==> config.mk <==
export PLATFORM = sky130hd
export DESIGN_NAME = cordic_engine_flat
export DESIGN_NICKNAME = d
export VERILOG_FILES = /design/src/rtl/cordic_engine_if.sv /design/src/rtl/cordic_engine.sv /design/src/flat_wrapper.sv
export SDC_FILE = /design/constraint.sdc
export NUM_CORES = 1
export LEC_CHECK = 0
export ABC_CLOCK_PERIOD_IN_PS = 9900
export BUFFER_PORTS_ARGS = -buffer_cell sky130_fd_sc_hd__buf_2
export CORE_ASPECT_RATIO = 0.8
export CORE_MARGIN = 2
export CORE_UTILIZATION = 62
export DETAILED_ROUTE_END_ITERATION = 6
export PLACE_DENSITY_LB_ADDON = 0.12
export SYNTH_ARGS = -nofsm -noshare
export SYNTH_HDL_FRONTEND = slang
export SYNTH_SLANG_ARGS = --single-unit
==> constraint.sdc <==
create_clock -name clk -period 9.9 [get_ports clk]
set_input_delay 0.99 -clock clk [delete_from_list [all_inputs] [get_ports clk]]
set_output_delay 0.99 -clock clk [all_outputs]
set_load 0.05 [all_outputs]
==> src/rtl/cordic_engine_if.sv <==
// Operation handshake bundle for the CORDIC engine: input side (vector/angle offer)
// and output side (result offer), each with its own valid/ready pair.
interface cordic_engine_if #(
  parameter int W       = 16,
  parameter int ANGLE_W = 16
);
  logic               in_valid;
  logic               in_ready;
  logic               mode;
  logic [W-1:0]       x_in;
  logic [W-1:0]       y_in;
  logic [ANGLE_W-1:0] angle_in;
  logic               out_valid;
  logic               out_ready;
  logic [W-1:0]       x_out;
  logic [W-1:0]       y_out;
  logic [ANGLE_W-1:0] angle_out;

  modport master (
    output in_valid, mode, x_in, y_in, angle_in, out_ready,
    input  in_ready, out_valid, x_out, y_out, angle_out
  );

  modport slave (
    input  in_valid, mode, x_in, y_in, angle_in, out_ready,
    output in_ready, out_valid, x_out, y_out, angle_out
  );
endinterface

==> src/rtl/cordic_engine.sv <==
// Iterative CORDIC (rotation/vectoring), one op in flight; result valid ITER+2 edges after accept.
// Result held until consumed; new input accepted only while idle (in_ready = IDLE).
module cordic_engine #(
  parameter int W         = 16,
  parameter int ANGLE_W   = 16,
  parameter int ITER      = 16,
  parameter int GAIN_COMP = 1
) (
  input logic         clk,
  input logic         reset_n,
  cordic_engine_if.slave bus
);

  localparam int XW     = W + 2;
  localparam int PW     = 2 * W + 3;
  localparam int ITER_W = (ITER > 1) ? $clog2(ITER) : 1;

  localparam logic [ANGLE_W-1:0] HALF = {1'b1, {(ANGLE_W-1){1'b0}}};
  localparam logic signed [PW-1:0] KC   = PW'($rtoi(0.6072529350 * (2.0 ** (W - 1)) + 0.5));
  localparam logic signed [PW-1:0] RND  = PW'(1) <<< (W - 2);
  localparam logic signed [PW-1:0] MAXP = (PW'(1) <<< (W - 1)) - PW'(1);
  localparam logic signed [PW-1:0] NEGP = -MAXP;

  typedef enum logic [2:0] {IDLE, PRE, ROT, SCALE, DONE} state_t;

  function automatic logic [ANGLE_W-1:0] atan_code(input int i);
    real r;
    r = $atan(2.0 ** (-i)) / (2.0 * 3.14159265358979323846) * (2.0 ** ANGLE_W);
    return ANGLE_W'($rtoi(r + 0.5));
  endfunction

  function automatic logic [W-1:0] sat(input logic signed [PW-1:0] v);
    if (v > MAXP)      return MAXP[W-1:0];
    else if (v < NEGP) return NEGP[W-1:0];
    else               return v[W-1:0];
  endfunction

  logic [ANGLE_W-1:0] atan_tab [ITER];
  for (genvar g = 0; g < ITER; g++) begin : g_atan
    assign atan_tab[g] = atan_code(g);
  end

  state_t                state;
  logic [ITER_W-1:0]     iter;
  logic                  vec_mode;
  logic signed [XW-1:0]  x, y;
  logic [ANGLE_W-1:0]    z;

  logic signed [XW-1:0]  xs, ys;
  logic                  d_pos;
  logic signed [PW-1:0]  px, py;

  always_comb begin
    xs    = x >>> iter;
    ys    = y >>> iter;
    d_pos = vec_mode ? y[XW-1] : ~z[ANGLE_W-1];
    px    = PW'(x);
    py    = PW'(y);
    // Round-half-up: add half an LSB of the Q1.(W-1) product before the shift.
    if (GAIN_COMP != 0) begin
      px = (PW'(x) * KC + RND) >>> (W - 1);
      py = (PW'(y) * KC + RND) >>> (W - 1);
    end
  end

  assign bus.in_ready = (state == IDLE);

  always_ff @(posedge clk) begin
    if (!reset_n) begin
      state         <= IDLE;
      iter          <= '0;
      vec_mode      <= 1'b0;
      x             <= '0;
      y             <= '0;
      z             <= '0;
      bus.out_valid <= 1'b0;
      bus.x_out     <= '0;
      bus.y_out     <= '0;
      bus.angle_out <= '0;
    end else begin
      case (state)
        IDLE: begin
          if (bus.in_valid) begin
            vec_mode <= bus.mode;
            x        <= {{2{bus.x_in[W-1]}}, bus.x_in};
            y        <= {{2{bus.y_in[W-1]}}, bus.y_in};
            z        <= bus.angle_in;
            state    <= PRE;
          end
        end
        PRE: begin
          // Fold onto the right half-plane so the micro-rotations can converge.
          if (vec_mode) begin
            if (x[XW-1]) begin
              x <= -x;
              y <= -y;
              z <= HALF;
            end else begin
              z <= '0;
            end
          end else if (z[ANGLE_W-1] != z[ANGLE_W-2]) begin
            x <= -x;
            y <= -y;
            z <= z - HALF;
          end
          iter  <= '0;
          state <= ROT;
        end
        ROT: begin
          if (d_pos) begin
            x <= x - ys;
            y <= y + xs;
            z <= z - atan_tab[iter];
          end else begin
            x <= x + ys;
            y <= y - xs;
            z <= z + atan_tab[iter];
          end
          if (iter == ITER_W'(ITER - 1)) state <= SCALE;
          else                           iter  <= iter + 1'b1;
        end
        SCALE: begin
          bus.x_out     <= sat(px);
          bus.y_out     <= sat(py);
          bus.angle_out <= z;
          bus.out_valid <= 1'b1;
          state         <= DONE;
        end
        DONE: begin
          if (bus.out_ready) begin
            bus.out_valid <= 1'b0;
            state         <= IDLE;
          end
        end
        default: state <= IDLE;
      endcase
    end
  end

endmodule

==> src/flat_wrapper.sv <==
// flat-port wrapper written by rule: the top's interface ports become plain ports
module cordic_engine_flat 
#(
  parameter int W         = 16,
  parameter int ANGLE_W   = 16,
  parameter int ITER      = 16,
  parameter int GAIN_COMP = 1
)
  (clk, reset_n, bus_in_valid, bus_mode, bus_x_in, bus_y_in, bus_angle_in, bus_out_ready, bus_in_ready, bus_out_valid, bus_x_out, bus_y_out, bus_angle_out);
  cordic_engine_if #(.W(W), .ANGLE_W(ANGLE_W)) bus_i ();
  input logic clk;
  input logic reset_n;
  input wire logic [$bits(bus_i.in_valid)-1:0] bus_in_valid;
  input wire logic [$bits(bus_i.mode)-1:0] bus_mode;
  input wire logic [$bits(bus_i.x_in)-1:0] bus_x_in;
  input wire logic [$bits(bus_i.y_in)-1:0] bus_y_in;
  input wire logic [$bits(bus_i.angle_in)-1:0] bus_angle_in;
  input wire logic [$bits(bus_i.out_ready)-1:0] bus_out_ready;
  output wire logic [$bits(bus_i.in_ready)-1:0] bus_in_ready;
  output wire logic [$bits(bus_i.out_valid)-1:0] bus_out_valid;
  output wire logic [$bits(bus_i.x_out)-1:0] bus_x_out;
  output wire logic [$bits(bus_i.y_out)-1:0] bus_y_out;
  output wire logic [$bits(bus_i.angle_out)-1:0] bus_angle_out;
  assign bus_i.in_valid = bus_in_valid;
  assign bus_i.mode = bus_mode;
  assign bus_i.x_in = bus_x_in;
  assign bus_i.y_in = bus_y_in;
  assign bus_i.angle_in = bus_angle_in;
  assign bus_i.out_ready = bus_out_ready;
  assign bus_in_ready = bus_i.in_ready;
  assign bus_out_valid = bus_i.out_valid;
  assign bus_x_out = bus_i.x_out;
  assign bus_y_out = bus_i.y_out;
  assign bus_angle_out = bus_i.angle_out;
  cordic_engine #(.W(W), .ANGLE_W(ANGLE_W), .ITER(ITER), .GAIN_COMP(GAIN_COMP)) u_core (.clk(clk), .reset_n(reset_n), .bus(bus_i));
endmodule
==> results.ini <==
[yosys]
synth_xor_area_frac = 0.06363
async_flop_share = 0
synth_flop_cell = dfxtp_1
yosysUniqueCellTypes = 91
postSynthAreaPerCell_sq_um = 8.322
ys_seq_area_frac = 0.09751
synth-simple-area-share = 0.1417
ys_ff_latch = 109
synth_compound_area_frac = 0.1748
synth_edf_count = 0
muxShareOfSynthArea = 0.04535
syn_area_sq_mm = 0.02238
synth_top_family_by_area = adder cells
yosys_warnings = 0
synth_cells = 2689
synth_adder_area_share = 0.3864
syn-num-nets = 3292

[cts]
hold_buffers = 0
cts_inserted_buffers = 9
cts_tree = done
cts-root-buf = clkbuf_16
cts_buffer_depth = 2
cts_resized = 0
path_clk_slew_ns = 0.08
clkLatencyLatePin_ns = 0.39
clkSinkCount = 109
cts_max_level = 3
postCtsSetupRepairBufs = 0

[sta]
finalCritPeriodShare = 0.8599
report.final.slew_viol_count = 0
tightest_slew_ns = 1.077
setup_viol = 0
setup_tns_ns = 0
slew_headroom = 0.2822
rsz0062_at_grt = no
fin_skew_ns = 0.01415
hold_violations = 0
fin_crit_ns = 8.513
clock.fmax_mhz = 117.5

[worst_setup_path]
start_kind = flip-flop
crit_required_ns = 10.14
setup.worst_path.end_class = flip-flop
rrSetupSlack_ns = 1.39
critPathKind = reg -> reg
critPathMaxFanout = 14
cp_data_arrival_time_ns = 8.76

[placement]
port_buffers = 102
hpwl_um = 50800
place_congestion = 0.9771

[floorplanning]
core-area_sq_mm = 0.03576
die_area_sq_mm = 0.03764
die_h_um = 173.9
io_pins = 103
rows = 62
initial_core_util = 0.6257
die_w_um = 216.4

[final_layout]
layout_common_cells = 427 x inv_1, 315 x ha_1, 235 x fa_1, 229 x nand2_1, 168 x nor2_1
layout-drive-gt1-share = 0.07337
syn_to_final_growth_pct = 5.183
fin_nets = 3324
layout_commonest_cell = inv_1

[drt]
avgRoutedWirePerCell_um = 19.31
finalWirelength_um = 61950
drcViolationCount = 0
drt_iter0_drc = 1816
viasPerCell = 6.137
vias = 19690
first_pass_iters = 6
postRouteAntennaNets = 0

[min_path]
hold_class = reg -> reg

[run]
maxCapViolCount = 0

[global_routing]
grt_max_degree = 60
grt-ovfl-total = 0
grt_pass1_vias = 18840
grt_pass1_wl_um = 99680
grtUsageTotal = 0.3321
antenna_found_initial = 1

[run_status]
outcome = complete, no violations

-- routing by layer --
layer  global-route usage  vias up  wire length, um
li1                     -     9248                -
met3              0.05914       85             5256
met1               0.4907     9577            28210
met4              0.09104        0             1337
met5                    0        -                0
met2               0.5001      779            27150
-- critical path, cell delays in order (launching register included) --
cell,delay (ns)
dfxtp_1,0.71
inv_1,0.16
ha_1,0.34
inv_1,0.09
fa_1,0.59
inv_1,0.07
fa_1,0.52
fa_1,0.45
fa_1,0.52
fa_1,0.49
ha_1,0.39
a21oi_1,0.38
nand2_1,0.24
a211oi_1,0.54
o21ai_0,0.26
a211oi_2,0.34
nand4_1,0.32
or3_1,0.47
xnor2_1,0.22
nand4_1,0.12
or4_1,0.54
a21oi_2,0.50
a31oi_1,0.09
-- cells in the mapped netlist, types with 25 or more instances --
cell type / number / area share
a211oi_1: 39 / 0.013
a21oi_1: 168 / 0.038
a31oi_1: 28 / 0.0078
clkbuf_1: 68 / 0.011
dfxtp_1: 109 / 0.098
fa_1: 235 / 0.21
ha_1: 315 / 0.18
inv_1: 428 / 0.072
mux2i_1: 35 / 0.016
mux4_2: 25 / 0.025
nand2_1: 229 / 0.038
nand3_1: 49 / 0.011
nor2_1: 168 / 0.028
nor3_1: 50 / 0.011
o21ai_0: 130 / 0.029
xnor2_1: 101 / 0.040
xor2_1: 59 / 0.023
-- final timing paths --
path	start	end	depth (start not counted)
hold / removal	u_core.bus.angle_out[12]$_SDFFE_PN0P_	u_core.bus.angle_out[12]$_SDFFE_PN0P_	2
hold reg to reg	u_core.bus.angle_out[12]$_SDFFE_PN0P_	u_core.bus.angle_out[12]$_SDFFE_PN0P_	2
setup / recovery	u_core.y[10]$_SDFFE_PN0P_	u_core.bus.y_out[5]$_SDFFE_PN0P_	22
setup reg to reg	u_core.y[10]$_SDFFE_PN0P_	u_core.bus.y_out[5]$_SDFFE_PN0P_	22
-- state kept, by name, indices dropped and copies added (netlist names), 3 cells and up --
| signal | count |
|---|---|
| u_core.iter | 4 |
| u_core.bus.y_out | 16 |
| u_core.bus.angle_out | 16 |
| u_core.y | 18 |
| u_core.z | 16 |
| u_core.bus.x_out | 16 |
| u_core.state | 3 |
| u_core.x | 18 |
-- metrics by stage --
stage	util	instance area [sq um]	instances	setup slack, ns	hold WS (ns)
2_1_floorplan	-	22380	2689	2.555	0.4453
3_3_place_gp	0.6498	23240	3190	1.679	0.4393
3_5_place_dp	0.6498	23240	3190	1.525	0.4435
4_1_cts	0.6580	23530	3206	1.503	0.4544
5_1_grt	0.6581	23540	3207	0.8655	0.4778
6_report	0.6582	23540	3208	1.387	0.4536
-- layout make-up --
| cell class | instances | area [sq um] |
|---|---|---|
| diodes | 2 | 5.005 |
| clock buffers | 11 | 252.7 |
| clock inverters | 5 | 41.29 |
| fillers | 3114 | 12220 |
| inverters | 432 | 1622 |
| multi-input cells | 2049 | 18190 |
| flip-flops and latches | 109 | 2185 |
| well taps | 480 | 600.6 |
| repair buffers | 120 | 645.6 |
-- cell families (layout without fill, tap and decap cells) --
| family | count (synthesis) | after routing |
|---|---|---|
| other | 0 | 2 |
| adders and majority gates | 550 | 550 |
| AOI/OAI and AO/OA | 601 | 601 |
| xor gates and xnor gates | 161 | 161 |
| DFF | 109 | 109 |
| and+or+nand+nor | 668 | 668 |
| buffers and inverters | 531 | 568 |
| muxes | 69 | 69 |
Power is not shown: default switching activity piles up to over one toggle a cycle in this logic, so the estimate is an artifact.
